## src/rtl/fsm_mon_pkg.sv

```systemverilog
// rtl/fsm_mon_pkg.sv - shared constants for the FSM output monitor
package fsm_mon_pkg;

   localparam logic [1:0] ST_IDLE    = 2'd0;
   localparam logic [1:0] ST_CAPTURE = 2'd1;
   localparam logic [1:0] ST_FLUSH   = 2'd2;
   localparam logic [1:0] ST_DONE    = 2'd3;

   // x^19 + x^5 + x^2 + x + 1
   localparam logic [18:0] MISR_POLY = 19'h00027;

endpackage

```

## src/rtl/ev_fifo.sv

```systemverilog
// rtl/ev_fifo.sv - change-event FIFO, wrap-bit pointers, head shown combinationally
module ev_fifo #(
   parameter int WIDTH = 35,
   parameter int DEPTH = 8
) (
   input  logic             clk,
   input  logic             rst_n,
   input  logic             s_tvalid,
   input  logic [WIDTH-1:0] s_tdata,
   output logic             s_tready,
   output logic             m_tvalid,
   output logic [WIDTH-1:0] m_tdata,
   input  logic             m_tready
);

   localparam int AW = $clog2(DEPTH);

   logic [AW:0]      wr_ptr_q, wr_ptr_d;
   logic [AW:0]      rd_ptr_q, rd_ptr_d;
   logic [WIDTH-1:0] mem_q [DEPTH];
   logic [WIDTH-1:0] mem_d [DEPTH];
   logic             empty, full, do_push, do_pop;

   assign empty    = (wr_ptr_q == rd_ptr_q);
   assign full     = (wr_ptr_q[AW] != rd_ptr_q[AW]) &&
                     (wr_ptr_q[AW-1:0] == rd_ptr_q[AW-1:0]);
   assign m_tvalid = !empty;
   assign do_pop   = m_tvalid && m_tready;
   // A full FIFO still takes a push when the head leaves in the same cycle.
   assign s_tready = !full || do_pop;
   assign do_push  = s_tvalid && s_tready;
   assign m_tdata  = empty ? '0 : mem_q[rd_ptr_q[AW-1:0]];

   always_comb begin
      wr_ptr_d = wr_ptr_q;
      rd_ptr_d = rd_ptr_q;
      mem_d    = mem_q;
      if (do_push) begin
         mem_d[wr_ptr_q[AW-1:0]] = s_tdata;
         wr_ptr_d                = wr_ptr_q + 1'b1;
      end
      if (do_pop) begin
         rd_ptr_d = rd_ptr_q + 1'b1;
      end
   end

   always_ff @(posedge clk or negedge rst_n) begin
      if (!rst_n) begin
         wr_ptr_q <= '0;
         rd_ptr_q <= '0;
      end else begin
         wr_ptr_q <= wr_ptr_d;
         rd_ptr_q <= rd_ptr_d;
      end
   end

   always_ff @(posedge clk) begin
      mem_q <= mem_d;
   end

endmodule

```

## src/rtl/fsm_out_monitor.sv

```systemverilog
// rtl/fsm_out_monitor.sv - windowed MISR signature and change-event logger for an FSM output
module fsm_out_monitor
   import fsm_mon_pkg::*;
#(
   parameter int OUT_LEN  = 19,
   parameter int CNT_W    = 16,
   parameter int EV_DEPTH = 8
) (
   input  logic                     clk,
   input  logic                     rst,
   input  logic                     start,
   input  logic                     stop,
   input  logic                     smp_valid,
   input  logic [OUT_LEN-1:0]       fsm_out,
   input  logic                     ev_ready,
   output logic                     ev_valid,
   output logic [CNT_W+OUT_LEN-1:0] ev_data,
   output logic [OUT_LEN-1:0]       signature,
   output logic [CNT_W-1:0]         cycle_cnt,
   output logic                     busy,
   output logic                     done,
   output logic                     overflow
);

   localparam logic [OUT_LEN-1:0] POLY     = OUT_LEN'(MISR_POLY);
   localparam logic [CNT_W-1:0]   CNT_LAST = {{(CNT_W-1){1'b1}}, 1'b0};

   logic [1:0]         state_q, state_d;
   logic [OUT_LEN-1:0] sig_q, sig_d;
   logic [CNT_W-1:0]   cnt_q, cnt_d;
   logic               ovf_q, ovf_d;
   logic               first_q, first_d;
   logic [OUT_LEN-1:0] last_q, last_d;
   logic               accept, push_req, push_ready;

   assign accept   = (state_q == ST_CAPTURE) && smp_valid;
   assign push_req = accept && (first_q || (fsm_out != last_q));

   always_comb begin
      state_d = state_q;
      sig_d   = sig_q;
      cnt_d   = cnt_q;
      ovf_d   = ovf_q;
      first_d = first_q;
      last_d  = last_q;
      case (state_q)
         ST_IDLE, ST_DONE: begin
            if (start) begin
               state_d = ST_CAPTURE;
               sig_d   = '0;
               cnt_d   = '0;
               ovf_d   = 1'b0;
               first_d = 1'b1;
            end
         end
         ST_CAPTURE: begin
            if (accept) begin
               sig_d   = {sig_q[OUT_LEN-2:0], 1'b0} ^ (sig_q[OUT_LEN-1] ? POLY : '0) ^ fsm_out;
               cnt_d   = cnt_q + 1'b1;
               first_d = 1'b0;
               last_d  = fsm_out;
            end
            if (push_req && !push_ready) begin
               ovf_d = 1'b1;
            end
            // The sample that fills the counter closes the window, so it never wraps.
            if (stop || (accept && (cnt_q == CNT_LAST))) begin
               state_d = ST_FLUSH;
            end
         end
         ST_FLUSH: begin
            if (!ev_valid) begin
               state_d = ST_DONE;
            end
         end
         default: state_d = ST_IDLE;
      endcase
   end

   always_ff @(posedge clk or negedge rst) begin
      if (!rst) begin
         state_q <= ST_IDLE;
         sig_q   <= '0;
         cnt_q   <= '0;
         ovf_q   <= 1'b0;
         first_q <= 1'b0;
         last_q  <= '0;
      end else begin
         state_q <= state_d;
         sig_q   <= sig_d;
         cnt_q   <= cnt_d;
         ovf_q   <= ovf_d;
         first_q <= first_d;
         last_q  <= last_d;
      end
   end

   ev_fifo #(
      .WIDTH (CNT_W + OUT_LEN),
      .DEPTH (EV_DEPTH)
   ) u_ev_fifo (
      .clk      (clk),
      .rst_n    (rst),
      .s_tvalid (push_req),
      .s_tdata  ({cnt_q, fsm_out}),
      .s_tready (push_ready),
      .m_tvalid (ev_valid),
      .m_tdata  (ev_data),
      .m_tready (ev_ready)
   );

   assign signature = sig_q;
   assign cycle_cnt = cnt_q;
   assign overflow  = ovf_q;
   assign busy      = (state_q == ST_CAPTURE) || (state_q == ST_FLUSH);
   assign done      = (state_q == ST_DONE);

endmodule

```

## config.mk

```make
export PLATFORM = sky130hd
export DESIGN_NAME = fsm_out_monitor
export DESIGN_NICKNAME = d
export VERILOG_FILES = /design/src/rtl/fsm_mon_pkg.sv /design/src/rtl/ev_fifo.sv /design/src/rtl/fsm_out_monitor.sv
export SDC_FILE = /design/constraint.sdc
export NUM_CORES = 1
export LEC_CHECK = 0
export ABC_AREA = 1
export BUFFER_PORTS_ARGS = -buffer_cell sky130_fd_sc_hd__buf_2
export CAP_MARGIN = 10
export CORE_UTILIZATION = 40
export DETAILED_ROUTE_END_ITERATION = 7
export PLACE_DENSITY_LB_ADDON = 0.05
export SETUP_SLACK_MARGIN = 0.1
export SLEW_MARGIN = 20
export SYNTH_ARGS = -nofsm -noshare
export SYNTH_HDL_FRONTEND = slang
export SYNTH_SLANG_ARGS = --single-unit
```

## constraint.sdc

```tcl
create_clock -name clk -period 3.15 [get_ports clk]
set_input_delay 0.7875 -clock clk [delete_from_list [all_inputs] [get_ports clk]]
set_output_delay 0.7875 -clock clk [all_outputs]
set_load 0.01 [all_outputs]
```

==> summary.md <==
| Metric | Value |
|---|---|
| Crit path capture | ev_data[15] |
| Worst VDD drop | 0.458 mV |
| Vias in the first global route | 9828 |
| Post-Synth Adder-Cell Area | 0.00607 |
| WL final | ~42000 um |
| Top delay family on crit path | flip-flops |
| Pwr dens | 1000 nW/um2 |
| LEAKAGE | between 6 and 7 nW |
| Hold Worst Slack | roughly 0.4 ns |
| Slew Limit Fails | 0 |
| Post-synthesis cell count | about 1300 |
| Grt met3 use | 0.0269 |
| Unrepaired setup endpoints after global routing | yes |
| Synth Net Count | between 1000 and 1500 |
| Arr. time, crit path | between 2 and 2.5 ns |
| Seq pwr share | 0.338 |
| Synth Area in Simple Gates | 0.128 |
| Reg2reg start | state_q[1] |
| Synth Area in XOR/XNOR | 0.0188 |
| Number of core rows | 69 |
| Total congestion overflow | 0 |
| F_max | 327 MHz |
| Synth Area in Compound Gates | 0.112 |
| Post-synth ARST share | 0.191 |
| Antenna violations before repair | 1 |
| Clock buffer count from CTS | 39 |
| WS Path Type | reg -> out |
| Initial Util | 0.406 |
| Slew @ Worst Pin | 1.01 ns |
| Number of max-cap violations | 0 |
| Slowest cell delay on critical path | about 0.54 ns |
| IO Count | between 90 and 100 |
| Count of cell types in the netlist | 33 |
| Largest net degree at the start of global routing | 77 |
| Post-DP HPWL | about 22000 um |
| Cell area after synthesis | roughly 14000 um2 |
| Met1 Usage GRT | 0.305 |
| Net Sw Frac | 0.380 |
| H-tree Lvls | 2 |
| Synth Flop Type | edfxtp_1 |
| Fin crit share | 0.970 |
| Total die area | between 30000 and 40000 um2 |
| Yosys top cell by area | edfxtp_1 |
| Layout cells sized above 1 | 0.196 |
| Net Sw Power | approximately 6.7 mW |
| Post-Route Utilization | 0.499 |
| Comb power frac | 0.413 |
| Overall global routing resource usage | 0.216 |
| Final min period | 3.06 ns |
| Clock power frac | 0.249 |
| Crit path cell chain | inv_8 > nand2_2 > nand4_1 > nor2_2 > nand2_4 > clkbuf_16 > o21ai_0 > a31oi_1 > buf_2 |
| Global routing's busiest layer | met2 |
| Drt pass-1 iters | 5 |
| GP Congestion | about 0.81 |
| Crit end category | output port |
| Pre-CTS WS | a little under 0.3 ns |
| Die X | 192 um |
| Area contributors post-synth | edfxtp_1 (58%), dfrtp_1 (11%), o21ai_0 (7.2%) |
| Syn avg cell area | around 11 um2 |
| Worst setup margin | 0.0937 ns |
| Final ANT Viol Nets | 0 |
| Area Growth Syn to Fin | 22.9% |
| Largest family of logic cells by synthesized area | simple AND/OR/NAND/NOR gates |
| Slew HR | 0.327 |
| Req. time, crit path | between 2 and 2.5 ns |
| Final hold viol count | 0 |
| Final antenna diode count | 0 |
| Warnings from Yosys | 0 |
| R2R depth | 8 |
| CP startpoint | u_ev_fifo.rd_ptr_q[0] |
| Sequential fraction of the synthesis area | 0.697 |
| DR DRC count | 0 |
| Port bufs | between 90 and 100 |
| CTS tree | yes |
| Die Ht | 192 um |
| Root Driver | clkbuf_16 |
| CP max stage cell | dfrtp_4 |
| FF-to-FF setup slack | a little over 0.6 ns |
| Top-area cell type share of the netlist area | 0.583 |
| Clk sinks | between 300 and 400 |
| Number of DRC markers in iteration 0 | 565 |
| CP Max Fanout | 9 |
| Clock transition at the registers of the reported paths | 0.06 ns |
| Global-route wire length before repair | between 50000 and 60000 um |
| Internal power | between 10 and 15 mW |
| GR Layer Usage met2 | 0.354 |
| Setup violations, final | 0 |
| CP Depth | 9 |
| Drt wl/cell | roughly 22 um |
| Worst R2R End | u_ev_fifo.mem_q[60] |
| Clk Latency, worst-skew pair | roughly 0.53 ns |
| CP startpoint kind | flop |
| Via count | just over 10000 |
| Layout Nets | approximately 1500 |
| Yosys reg bits | 346 |
| Post-synth EDFFs | 280 |
| Status | finished, final reports clean |
| CTS Buffer Depth | 3 |
| CP bufs+invs | 3 |
| Min-Delay Path Class | in -> async |
| Avg Vias per Cell | ~5.3 |
| Clk_skew | between 0.01 and 0.015 ns |
| Total power | 17.7 mW |
| Core area | ~35000 um2 |
| Post-synthesis mux area share | 0 |
==> sequential cells by signal, indices dropped and copies added (netlist names) <==
| name | flops |
|---|---|
| first_q | 1 |
| state_q | 2 |
| signature | 19 |
| u_ev_fifo.wr_ptr_q | 4 |
| u_ev_fifo.rd_ptr_q | 4 |
| last_q | 19 |
| overflow | 1 |
| cycle_cnt | 16 |
| u_ev_fifo.mem_q | 280 |
==> routing by layer <==
layer  share of wire  vias to the layer above
met5               0                        -
met4           0.016                        0
met3           0.042                       43
met2            0.48                      246
met1            0.46                     5058
li1                -                     4785
==> per-stage QoR <==
stage          instances  area [um2]  TNS (ns)
2_1_floorplan       1283       14400    -81.22
3_3_place_gp        1812       15800         0
3_5_place_dp        1812       15800         0
4_1_cts             1886       17100         0
5_1_grt             1913       17700         0
6_report            1913       17700         0
==> area by class of cell <==
cell class / count / area (um2)
multi-input combinational: 803 / 4030
clock buffer: 55 / 1120
timing repair buffer: 167 / 1540
tap: 461 / 577
fill: 3197 / 17800
clock inverter: 16 / 126
inverter: 65 / 256
sequential: 346 / 10100
==> cells by family (layout without fill, tap and decap cells) <==
logic type               after synthesis  after routing
AND/OR/NAND/NOR                      462            462
adder cells (fa/ha/maj)                7              7
XOR/XNOR                              31             31
flip-flops                           346            346
buffers and inverters                134            303
AO/OA/AOI/OAI                        303            303
==> worst register-to-register path, delay by kind of cell (launching register included) <==
| kind | cells | cell delay (ns) |
|---|---|---|
| and+or+nand+nor | 3 | 0.82 |
| buffers and inverters | 4 | 0.69 |
| adders and majority gates | 1 | 0.32 |
| DFF | 1 | 0.41 |
==> cell usage after synthesis, types with 10 or more instances <==
library cell  count
nand4_1          17
nand3_1          21
clkbuf_1         36
inv_1            54
o22ai_1          35
a31oi_1          35
nor2_1          256
xor2_1           10
buf_2            28
dfrtp_1          66
xnor2_1          21
edfxtp_1        280
inv_2            10
nand2_1         154
o21ai_0         208
o21ai_1          11
==> how the worst min path moves through the flow <==
| stage | slack (ns) | startpoint | endpoint | cells past startpoint |
|---|---|---|---|---|
| final | 0.40 | rst | signature[6] | 1 |
| after global routing | 0.51 | rst | signature[0] | 1 |
| after CTS | 0.45 | rst | signature[6] | 1 |
| after detailed placement | 0.50 | last_q[2] | last_q[2] | 2 |
| after global placement | 0.49 | last_q[18] | last_q[18] | 2 |
| after floorplan | 0.44 | first_q | first_q | 2 |
==> timing repair <==
item | CTS | global route
resized for setup | 9 | 73
pin swaps | 0 | 6
setup buffers | 1 | 16
cloned | 2 | 12
hold buffers | 0 | 0
endpoints found under the setup margin | 35 | 32
==> placed cells by master, fill, tap and decap left out, types with 6 or more instances in the layout <==
cell type  netlist  layout
ha_1             7       7
o21ai_0        208     184
xor2_1          10      10
buf_2           28      97
clkbuf_1        36      10
inv_2           10       7
buf_12           0      17
o21ai_1         11      14
nand4_1         17      17
xnor2_1         21      21
edfxtp_1       280     280
clkbuf_16        0      53
a21oi_1          9       9
a31oi_1         35      31
nor2_4           1       9
o21ai_2          0      19
inv_1           54      54
buf_4            1      34
dfrtp_1         66      61
o22ai_1         35      32
nand2_1        154     151
nor2_1         256     247
clkinv_2         0       8
clkinv_1         1       6
nand3_1         21      21
==> power groups by stage <==
stage / Clock (mW) / Combinational (mW) / Sequential, mW
after floorplan: 0 / 3.70 / 5.99
after global placement: 0 / 6.06 / 6.07
after detailed placement: 0 / 6.06 / 6.08
after CTS: 4.52 / 6.31 / 5.99
after global routing: 4.67 / 8.07 / 6.06
final: 4.41 / 7.31 / 5.99
(Power assumes the default switching activity.)
